### src/rtl/solve_sequencer_pkg.sv
// Shared definitions for the solve sequencer: FSM state encoding,
// default coordinate width, and solve-time counter width/saturation value.
package solve_sequencer_pkg;

    localparam int COORD_W_DEF = 27;
    localparam int TIME_W      = 32;
    localparam logic [TIME_W-1:0] TIME_SAT = 32'hFFFF_FFFF;

    typedef enum logic [2:0] {
        ST_IDLE    = 3'd0,
        ST_LATCH   = 3'd1,
        ST_RST     = 3'd2,
        ST_SOLVE   = 3'd3,
        ST_DISPLAY = 3'd4
    } state_t;

endpackage

### src/rtl/solve_sequencer_edge_detect.sv
// Rising-edge detector: registers the input history and flags a cycle in
// which the input is high while its previous sample was low. The pulse is
// available in the same cycle as the edge so that a request arriving
// together with frame_end can still be acted on in that cycle.
module edge_detect (
    input  logic clock,
    input  logic reset,
    input  logic i_sig,
    output logic o_rise
);

    logic r_prev;

    // Sample the input history once per cycle.
    always_ff @(posedge clock or posedge reset) begin
        if (reset) begin
            r_prev <= 1'b0;
        end else begin
            r_prev <= i_sig;
        end
    end

    assign o_rise = i_sig & ~r_prev;

endmodule

### src/rtl/solve_sequencer.sv
// Solve sequencer: latches HPS view parameters, pulses the multi-solver
// reset, times the solve, then enables pixel streaming until a new request
// can be taken at a packet boundary.
// Optional feature: define PARAM_WATCH_EN to raise a request automatically
// whenever an HPS view parameter differs from its shadow while displaying.
module solve_sequencer
    import solve_sequencer_pkg::*;
#(
    parameter int COORD_W      = COORD_W_DEF,
    parameter int RESET_CYCLES = 4
) (
    input  logic                      clock,
    input  logic                      reset,
    input  logic                      start,
    input  logic signed [COORD_W-1:0] min_x_in,
    input  logic signed [COORD_W-1:0] min_y_in,
    input  logic signed [COORD_W-1:0] dx_in,
    input  logic signed [COORD_W-1:0] dy_in,
    input  logic                      frame_end,
    input  logic                      solver_done,
    output logic                      solver_reset,
    output logic signed [COORD_W-1:0] min_x,
    output logic signed [COORD_W-1:0] min_y,
    output logic signed [COORD_W-1:0] dx,
    output logic signed [COORD_W-1:0] dy,
    output logic                      stream_en,
    output logic [TIME_W-1:0]         solve_time,
    output logic                      busy,
    output logic                      done
);

    localparam logic [7:0] RST_LAST = 8'(RESET_CYCLES - 1);

    state_t r_state;
    state_t w_next;

    logic                      w_start_rise;
    logic                      w_param_diff;
    logic                      w_pending_eff;
    logic                      r_pending;
    logic [7:0]                r_rst_cnt;
    logic [TIME_W-1:0]         r_count;
    logic [TIME_W-1:0]         r_solve_time;
    logic signed [COORD_W-1:0] r_min_x;
    logic signed [COORD_W-1:0] r_min_y;
    logic signed [COORD_W-1:0] r_dx;
    logic signed [COORD_W-1:0] r_dy;
    logic                      r_solver_reset;
    logic                      r_stream_en;
    logic                      r_busy;
    logic                      r_done;

    edge_detect u_start_edge (
        .clock  (clock),
        .reset  (reset),
        .i_sig  (start),
        .o_rise (w_start_rise)
    );

`ifdef PARAM_WATCH_EN
    // Parameter change while displaying counts as a new request.
    always_comb begin
        w_param_diff = 1'b0;
        if (r_state == ST_DISPLAY) begin
            w_param_diff = (min_x_in != r_min_x) || (min_y_in != r_min_y) ||
                           (dx_in != r_dx) || (dy_in != r_dy);
        end else begin
            w_param_diff = 1'b0;
        end
    end
`else
    assign w_param_diff = 1'b0;
`endif

    // A request seen this cycle is usable immediately, not only next cycle.
    assign w_pending_eff = r_pending | w_start_rise | w_param_diff;

    // Next-state decision; solver_done only matters in SOLVE, and DISPLAY
    // only leaves on a packet boundary so a frame is never cut short.
    always_comb begin
        w_next = r_state;
        case (r_state)
            ST_IDLE: begin
                if (w_pending_eff) w_next = ST_LATCH;
                else               w_next = ST_IDLE;
            end
            ST_LATCH: begin
                w_next = ST_RST;
            end
            ST_RST: begin
                if (r_rst_cnt == RST_LAST) w_next = ST_SOLVE;
                else                       w_next = ST_RST;
            end
            ST_SOLVE: begin
                if (solver_done) w_next = w_pending_eff ? ST_LATCH : ST_DISPLAY;
                else             w_next = ST_SOLVE;
            end
            ST_DISPLAY: begin
                if (frame_end && w_pending_eff) w_next = ST_LATCH;
                else                            w_next = ST_DISPLAY;
            end
            default: begin
                w_next = ST_IDLE;
            end
        endcase
    end

    // State register with outputs decoded from the next state so they are registered.
    always_ff @(posedge clock or posedge reset) begin
        if (reset) begin
            r_state        <= ST_IDLE;
            r_solver_reset <= 1'b1;
            r_stream_en    <= 1'b0;
            r_busy         <= 1'b0;
            r_done         <= 1'b0;
        end else begin
            r_state        <= w_next;
            r_solver_reset <= (w_next == ST_IDLE) || (w_next == ST_RST);
            r_stream_en    <= (w_next == ST_DISPLAY);
            r_busy         <= (w_next == ST_LATCH) || (w_next == ST_RST) ||
                              (w_next == ST_SOLVE);
            r_done         <= (w_next == ST_DISPLAY);
        end
    end

    // Pending request flag: set by any request, consumed on LATCH entry.
    // Comes out of reset set so the first frame is solved without a request.
    always_ff @(posedge clock or posedge reset) begin
        if (reset) begin
            r_pending <= 1'b1;
        end else if (w_next == ST_LATCH) begin
            r_pending <= 1'b0;
        end else begin
            r_pending <= w_pending_eff;
        end
    end

    // Length of the solver reset pulse.
    always_ff @(posedge clock or posedge reset) begin
        if (reset) begin
            r_rst_cnt <= 8'd0;
        end else if (r_state == ST_RST) begin
            r_rst_cnt <= r_rst_cnt + 8'd1;
        end else begin
            r_rst_cnt <= 8'd0;
        end
    end

    // Solve cycle counter: cleared while the solver is held in reset,
    // counts during SOLVE and sticks at the saturation value.
    always_ff @(posedge clock or posedge reset) begin
        if (reset) begin
            r_count <= '0;
        end else if (r_state == ST_RST) begin
            r_count <= '0;
        end else if ((r_state == ST_SOLVE) && (r_count != TIME_SAT)) begin
            r_count <= r_count + 32'd1;
        end else begin
            r_count <= r_count;
        end
    end

    // Capture the solve time when the solver reports completion.
    always_ff @(posedge clock or posedge reset) begin
        if (reset) begin
            r_solve_time <= '0;
        end else if ((r_state == ST_SOLVE) && solver_done) begin
            r_solve_time <= r_count;
        end else begin
            r_solve_time <= r_solve_time;
        end
    end

    // Shadow the view parameters only in LATCH so the solver sees a stable set.
    always_ff @(posedge clock or posedge reset) begin
        if (reset) begin
            r_min_x <= '0;
            r_min_y <= '0;
            r_dx    <= '0;
            r_dy    <= '0;
        end else if (r_state == ST_LATCH) begin
            r_min_x <= min_x_in;
            r_min_y <= min_y_in;
            r_dx    <= dx_in;
            r_dy    <= dy_in;
        end else begin
            r_min_x <= r_min_x;
            r_min_y <= r_min_y;
            r_dx    <= r_dx;
            r_dy    <= r_dy;
        end
    end

    assign solver_reset = r_solver_reset;
    assign stream_en    = r_stream_en;
    assign busy         = r_busy;
    assign done         = r_done;
    assign solve_time   = r_solve_time;
    assign min_x        = r_min_x;
    assign min_y        = r_min_y;
    assign dx           = r_dx;
    assign dy           = r_dy;

endmodule

### config.mk
export PLATFORM = sky130hd
export DESIGN_NAME = solve_sequencer
export DESIGN_NICKNAME = d
export VERILOG_FILES = /design/src/rtl/solve_sequencer_pkg.sv /design/src/rtl/solve_sequencer_edge_detect.sv /design/src/rtl/solve_sequencer.sv
export SDC_FILE = /design/constraint.sdc
export NUM_CORES = 1
export LEC_CHECK = 0
export BUFFER_PORTS_ARGS = -buffer_cell sky130_fd_sc_hd__buf_2
export CAP_MARGIN = 20
export CORE_AREA = 2 2 142 144
export DETAILED_ROUTE_END_ITERATION = 16
export DIE_AREA = 0 0 144 146
export PLACE_DENSITY = 0.71
export SETUP_SLACK_MARGIN = 0.4
export SLEW_MARGIN = 20
export SYNTH_ARGS = -nofsm -noshare
export SYNTH_HDL_FRONTEND = slang
export SYNTH_SLANG_ARGS = --single-unit
### constraint.sdc
create_clock -name clock -period 5.3 [get_ports clock]
set_input_delay 0 -clock clock [delete_from_list [all_inputs] [get_ports clock]]
set_output_delay 0 -clock clock [all_outputs]
set_load 0.03 [all_outputs]
; After elaboration in Yosys (flattened, before gate mapping)
; Index checks and enable logic that the tools add are counted.
[totals]
in_bits = 113
out_inout_bits = 144
memories = 0
latch_bits = 0
ram_bits = 0
romBits = 0
reg_bits = 188
[classes]
shifts = 0
order_cmp = 0
n_eq_ne = 10
div = 0
multipliers = 0
mux = 10
n_bitwise = 3
add_sub_neg = 2
n_reduce_logical = 9
[ops]
columns = operator, count
row1 = two-way mux 32 bit, 2
row2 = "adder 32 x 1 -> 32 bit, second input constant", 1
row3 = "inequality test 32 bit, second input constant", 1
row4 = one-hot mux 3 bit (5 select lines), 1
row5 = "equality test 3 x 2 -> 1 bit, second input constant", 4
row6 = two-way mux 3 bit, 3
row7 = "adder 8 x 1 -> 8 bit, second input constant", 1
row8 = "equality test 8 x 2 -> 1 bit, second input constant", 1
row9 = two-way mux 8 bit, 1
row10 = "equality test 3 x 1 -> 1 bit, second input constant", 2
row11 = "equality test 3 bit, second input constant", 2
row12 = logical NOT 3 bit, 2
row13 = logical AND 1 bit, 3
row14 = logical OR 1 bit, 3
row15 = two-way mux 1 bit, 3
row16 = nonzero test 2 bit, 1
row17 = bitwise AND 1 bit, 1
row18 = inverter 1 bit, 1
row19 = OR 1 bit, 1

; Longest topological paths before layout
; Gate-level depths: netlist of the first run.
[depth]
ltp_word = 9
ltp_mapped = 9
mapped_depth_nobuf = 6

; Cells and area by module
; Synthesis of the first run repeated with hierarchy kept, for this count alone.
[hier_totals]
cells_unflattened = 612
area_unflattened_um2 = 7942.6
[by_module_without_submodules]
columns = module, n_inst, cells_each, area_per_inst_um2
row1 = solve_sequencer, 1, 609, 7900.1
row2 = edge_detect, 1, 3, 42.5

; Worst setup path after synthesis of the first run
; OpenSTA, ideal clock, no wires.
[synth_timing]
kind = register to register
startpoint = register r_count[24]
endpoint = register r_count[11]
arrival_ps = 1885
setup_slack_ps = 3337
n_path_buf = 3
stages_incl_launch_ff = 9
required_ps = 5222
cell_sequence = dfrtp_1 -> and4_1 -> buf_6 -> and4_4 -> buf_6 -> and3_1 -> clkbuf_2 -> or4_1 -> a21oi_1
[synth_via]
elab_chain_len = 3
[synth_rtl]
columns = item, line_no
row1 = "start, declared", solve_sequencer.sv:42  ; logic [TIME_W-1:0] r_count;
row2 = "start signal, assigned", solve_sequencer.sv:157  ; r_count <= r_count + 32'd1;
row3 = "start signal, assigned", solve_sequencer.sv:159  ; r_count <= r_count;
row4 = inequality test 32 bit, solve_sequencer.sv:156  ; end else if ((r_state == ST_SOLVE) && (r_count != TIME_SAT)) begin
row5 = logical AND 1 bit, solve_sequencer.sv:156
row6 = nonzero test 2 bit (no line), -
; No other way between the ends.
; A chain may end at the register's enable or synchronous reset.

; Worst setup path after layout of the first run
[layout_timing]
startpoint = register r_state[2]
endpoint = register r_count[23]
[layout_via]
elab_chain_len = 3
word_cells_on_any_way = 5
cone_classes = 2 x eq/ne / 1 x mux / 2 x reduce/logical
[layout_rtl]
columns = item, line_no
row1 = "start, declared", solve_sequencer.sv:34  ; state_t r_state;
row2 = "start signal, assigned", solve_sequencer.sv:117  ; r_state <= w_next;
row3 = equality test 3 x 2 -> 1 bit, solve_sequencer.sv:156
row4 = logical AND 1 bit, solve_sequencer.sv:156
row5 = nonzero test 2 bit (no line), -
; Parallel ways exist; a longest one is shown, timed or not.

==> results of run 1 <==
==> metal layers <==
metal  track usage  routed length [um]  vias to the layer above
met5             0                   0                        -
met4        0.0750                 561                        0
met3        0.0497                1190                       38
met2         0.301                9300                      206
met1         0.229                7820                     2877
li1              -                   -                     2744
==> power breakdown <==
part           leakage [nW]  internal (mW)  switching [mW]
Combinational          2.59          0.934            1.56
Sequential             2.37           1.91           0.246
Clock                 0.297          0.695           0.595
==> area by class of cell <==
type | count | area [sq um]
multi-input cells | 338 | 2850
fillers | 1556 | 8350
inverters | 3 | 15.0
diodes | 1 | 2.50
well taps | 265 | 332
flip-flops and latches | 188 | 4710
clock inverters | 13 | 149
repair buffers | 374 | 2480
clock buffers | 19 | 453
==> what timing repair did <==
item	4_1_cts	5_1_grt
resized for setup	0	0
buffers inserted	0	0
hold buffers	112	0
endpoints found under the hold margin	301	0
==> path summary, 6_finish.rpt <==
| path | from | cells after the start | slack (ps) | end |
|---|---|---|---|---|
| max | r_state[2]$_DFF_PP0_ | 5 | 2870 | r_count[23]$_DFFE_PP0P_ |
| max in group asynchronous | reset | 5 | 4160 | dy[3]$_DFFE_PP0P_ |
| min | reset | 4 | 260 | dx[25]$_DFFE_PP0P_ |
| max reg2reg | r_state[2]$_DFF_PP0_ | 5 | 2870 | r_count[23]$_DFFE_PP0P_ |
| min reg2reg | r_rst_cnt[0]$_DFF_PP0_ | 1 | 500 | r_rst_cnt[0]$_DFF_PP0_ |
| min in group clock | start | 2 | 260 | u_start_edge.r_prev$_DFF_PP0_ |
==> per-stage QoR <==
| stage | worst slack, ps | utilization | power, mW | instances |
|---|---|---|---|---|
| after floorplan | 2880 | - | 3.90 | 559 |
| after global routing | 2730 | 0.568 | 6.26 | 1201 |
| after detailed placement | 2920 | 0.477 | 4.61 | 1055 |
| after global placement | 3000 | 0.477 | 4.55 | 1055 |
| after CTS | 2910 | 0.566 | 5.98 | 1199 |
| final | 2870 | 0.568 | 5.94 | 1201 |
==> worst reg2reg max path, delay by kind of cell, from the launching register on <==
| kind | cells | cell delay (ps) |
|---|---|---|
| AND/OR/NAND/NOR | 2 | 820 |
| AO/OA/AOI/OAI | 3 | 1020 |
| flip-flops | 1 | 480 |
==> logic make-up after synthesis <==
| group | synth area share |
|---|---|
| and+or+nand+nor | 0.0910 |
| muxes | 0.211 |
| adders and majority gates | 0.00325 |
| buffers and inverters | 0.0205 |
| AOI/OAI and AO/OA | 0.0400 |
| xor gates and xnor gates | 0.0227 |
| DFF | 0.611 |
==> sequential cells by signal (all words and copies together) (netlist names) <==
name / count
u_start_edge.r_prev: 1
solve_time: 32
r_rst_cnt: 8
dy: 27
r_pending: 1
r_count: 32
r_state: 3
busy: 1
solver_reset: 1
done: 1
min_y: 27
dx: 27
min_x: 27
==> synthesized netlist by cell type, types with 3 or more instances <==
| cell | instances |
|---|---|
| nand4_1 | 15 |
| buf_2 | 4 |
| a21oi_1 | 9 |
| nor3_1 | 6 |
| clkbuf_1 | 19 |
| nor4_1 | 4 |
| nand2b_1 | 5 |
| nor2_1 | 29 |
| o21ai_0 | 7 |
| mux2i_1 | 5 |
| or3_1 | 4 |
| xor2_1 | 10 |
| o211ai_1 | 3 |
| and3_1 | 12 |
| a31oi_1 | 5 |
| nand2_1 | 18 |
| buf_6 | 3 |
| xnor2_1 | 10 |
| dfrtp_1 | 186 |
| o31ai_1 | 8 |
| or4_1 | 4 |
| nand3_1 | 15 |
| mux2_2 | 140 |
| inv_1 | 3 |
==> flow_summary.json, run 1 <==
{
  "outcome": "finished clean",
  "hold_viol_final": 0,
  "fin_setup_tns_ps": 0,
  "grtUsageTotal": 0.184,
  "syn-num-nets": 674,
  "fin_skew_ps": 9.36,
  "fin_nets": 1037,
  "crit_family": "compound AO/OA/AOI/OAI gates",
  "cts_sinks": 188,
  "cellLeakagePower_nw": 5.26,
  "startpoint_type": "register",
  "finalMaxSlewViolations": 0,
  "worstSetupEndpointType": "register",
  "clock_path_buffers": 2,
  "critical_path_buf_inv_count": 0,
  "cts_tree": "yes",
  "dpl_cell_area_sq_um": 9230,
  "place_congestion": 0.799,
  "netlist_area_sq_um": 7700,
  "fmax_mhz": 412,
  "grt_pass1_vias": 6092,
  "synth_top_area_frac": 0.604,
  "path_clk_slew_ps": 70,
  "whs_ps": 258,
  "numCtsBuffers": 17,
  "clock_latency_ps": 420,
  "min_path_type": "input port to async pin",
  "start_util": 0.398,
  "ys_types": 49,
  "grt_antenna_before_repair": 1,
  "vdd_ir_drop_max_mv": 0.334,
  "ys_ff_latch": 188,
  "synth_edf_count": 0,
  "relSlewSlack": 0.452,
  "max_cap_viol_count": 0,
  "dr.pass1.iters": 4,
  "area_growth_pct": 42.7,
  "dpl.hpwl_um": 11600,
  "slowest_stage": "a2111oi_4",
  "grt_pass1_wl_um": 30600,
  "worstMarginPinSlew_ps": 822,
  "synthFlopType": "dfrtp_1",
  "crit_type": "register to register",
  "drt_iter0_markers": 330,
  "coreArea_sq_um": 19300,
  "slowest_delay_ps": 640,
  "grt_max_degree": 189,
  "chipWidth_um": 144,
  "crit_fanout": 12,
  "final_cell_area_sq_um": 11000,
  "cellPowerDensity_nw_per_um2": 541,
  "drc": 0,
  "die_h_um": 146,
  "h-tree-depth": 4,
  "wl_um": 18900,
  "cp_data_arrival_time_ps": 2740,
  "async_flop_share": 1.00,
  "yosys-top-cells-area": "dfrtp_1 60%, mux2_2 20%, nor2_1 1.4%, nand4_1 1.2%, xnor2_1 1.1%",
  "final_common_cell": "buf_2",
  "syn_inst": 559,
  "grt_overflow": 0,
  "layout_common_cells": "256 x buf_2, 186 x dfrtp_1, 140 x mux2_2",
  "final_layout_size_suffix_gt1_frac": 0.478,
  "postRouteAntennaNets": 0,
  "num_vias": 5865,
  "yosysSeqAreaShare": 0.611,
  "wl_per_cell_um": 15.7,
  "rsz0062_at_grt": "no",
  "ys_warn_count": 0,
  "crit_path_cell_trace": "and3b_1 > nand2_1 > a2111oi_4 > a31oi_1 > a41o_1",
  "yosysTopAreaCell": "dfrtp_1",
  "setup_violations": 0,
  "numPortBuffers": 256,
  "die_area_sq_um": 21000,
  "num_rows": 51,
  "avgSynthCellArea_sq_um": 13.8,
  "io_pins": 257,
  "critPathRequiredTime_ps": 5620,
  "viasPerCell": 4.88,
  "cts-root-buf": "clkbuf_16",
  "min_period_ps": 2430,
  "fin_crit_sh": 0.458
}
No activity file was read; power rests on OpenSTA's default activity.
==> run 2: changes to the inputs <==
Clock period 5.3 ns to 2.02 ns, I/O delays scaled along.
==> flow_summary.json, run 2 (synthesized netlist as in run 1, its figures left out) <==
{
  "crit_type": "register to register",
  "min_period_ps": 1880,
  "max_cap_viol_count": 0,
  "wl_per_cell_um": 22.2,
  "cp_data_arrival_time_ps": 2200,
  "cellLeakagePower_nw": 6.28,
  "viasPerCell": 5.31,
  "h-tree-depth": 4,
  "fmax_mhz": 532,
  "die_area_sq_um": 21000,
  "drc": 0,
  "fin_crit_sh": 0.930,
  "r2r_start": "r_count[13]$_DFFE_PP0P_",
  "drt_iter0_markers": 380,
  "final_cell_area_sq_um": 13000,
  "crit_fanout": 8,
  "final_layout_size_suffix_gt1_frac": 0.586,
  "final_common_cell": "buf_2",
  "vdd_ir_drop_max_mv": 0.631,
  "relSlewSlack": 0.630,
  "hp-start": "start",
  "grt_pass1_vias": 7022,
  "dpl_cell_area_sq_um": 9610,
  "multi_input_area_sq_um": 3530,
  "clock_path_buffers": 2,
  "seqCellArea_sq_um": 4720,
  "area_growth_pct": 68.6,
  "fillers": 1214,
  "start_util": 0.398,
  "reg2reg_slack_ps": 140,
  "numCtsBuffers": 17,
  "rr_worst_depth": 6,
  "dr.pass1.iters": 5,
  "io_pins": 257,
  "cts_tree": "yes",
  "instances_no_fill": 1314,
  "num_vias": 6980,
  "cts_sinks": 188,
  "worstSetupEndpointType": "register",
  "rsz0062_at_grt": "yes",
  "layout_common_cells": "256 x buf_2, 178 x dfrtp_1, 112 x dlygate4sd3_1",
  "postRouteAntennaNets": 0,
  "coreArea_sq_um": 19300,
  "finalMaxSlewViolations": 0,
  "worstMarginPinSlew_ps": 555,
  "hold_viol_final": 0,
  "fin_nets": 1150,
  "grtUsageTotal": 0.231,
  "place_congestion": 0.844,
  "outcome": "finished clean",
  "startpoint_type": "register",
  "place_inst": 1089,
  "chipWidth_um": 144,
  "setup_violations": 0,
  "fin_util": 0.671,
  "clock_latency_ps": 440,
  "grt_overflow": 0,
  "dp_slack_ps": 120,
  "numPortBuffers": 256,
  "rr_endpoint": "r_count[21]$_DFFE_PP0P_",
  "crit_path_start": "r_count[13]$_DFFE_PP0P_",
  "cts-root-buf": "clkbuf_16",
  "fin_skew_ps": 17.7,
  "timing.final.ws_setup_ps": 141,
  "grt_pass1_wl_um": 37800,
  "grt_antenna_before_repair": 2,
  "fin_total_pwr_mw": 18.4,
  "cp-endpoint": "r_count[21]$_DFFE_PP0P_",
  "wl_um": 29200,
  "grt_max_degree": 99,
  "path_clk_slew_ps": 70,
  "die_h_um": 146,
  "critPathRequiredTime_ps": 2340,
  "min_path_type": "input port to register",
  "num_rows": 51,
  "dpl.hpwl_um": 13500,
  "cellPowerDensity_nw_per_um2": 1410
}
[run 2: changes by cell type in the layout (fill, tap and decap cells not counted), moves of 6 or more]
cell,delta
and3_4,+6
and3_1,-6
mux2_2,-78
buf_12,+8
buf_4,+64
dfrtp_2,+8
dfrtp_1,-8
nor2_1,-6
buf_16,+7
mux2_4,+78
buf_6,+24
[run 2: how the worst min path moves through the flow]
stage,to,cells after the start
after CTS,u_start_edge.r_prev$_DFF_PP0_,2
after global placement,u_start_edge.r_prev$_DFF_PP0_,1
final,u_start_edge.r_prev$_DFF_PP0_,2
after floorplan,u_start_edge.r_prev$_DFF_PP0_,0
after detailed placement,u_start_edge.r_prev$_DFF_PP0_,1
after global routing,u_start_edge.r_prev$_DFF_PP0_,2
[run 2: routing by layer]
layer	up-vias	wire (um)	track usage
met5	-	0	0
li1	2976	-	-
met2	356	14800	0.406
met1	3535	10700	0.256
met4	0	1380	0.101
met3	113	2280	0.0717
[run 2: report_power, final]
part / leakage (nW) / total, mW / switching [mW] / internal [mW]
combinational: 3.63 / 8.99 / 5.05 / 3.94
clock: 0.295 / 3.52 / 1.64 / 1.88
sequential: 2.36 / 5.85 / 0.823 / 5.02
[run 2: layout make-up]
| cell class | count | share of cell area |
|---|---|---|
| Tap cell | 265 | 0.0255 |
| Inverter | 3 | 0.00116 |
| Multi-Input combinational cell | 339 | 0.272 |
| Timing Repair Buffer | 486 | 0.291 |
| Clock inverter | 14 | 0.0140 |
| Sequential cell | 188 | 0.363 |
| Antenna cell | 2 | 0.000386 |
| Clock buffer | 17 | 0.0328 |
[run 2: what timing repair did]
| item | 4_1_cts | 5_1_grt |
|---|---|---|
| hold buffers | 112 | 0 |
| resized for setup | 70 | 129 |
| endpoints found under the hold margin | 301 | 0 |
| setup endpoints to repair | 112 | 159 |
| gates cloned | 6 | 6 |
| setup buffers | 53 | 15 |
| pin swaps | 16 | 38 |
[run 2: per-stage QoR]
step           TNS (ps)  hold WS [ps]
2_1_floorplan    -74190          31.4
3_3_place_gp          0           122
3_5_place_dp          0           125
4_1_cts               0           235
5_1_grt               0           249
6_report              0           248
[run 2: worst max-delay path, stage by stage, from the launching register on]
cell and delay [ps]:
dfrtp_1 420, nand4_1 140, or3_4 450, a2111oi_4 250
buf_6 190, a31oi_1 100, a41o_1 220
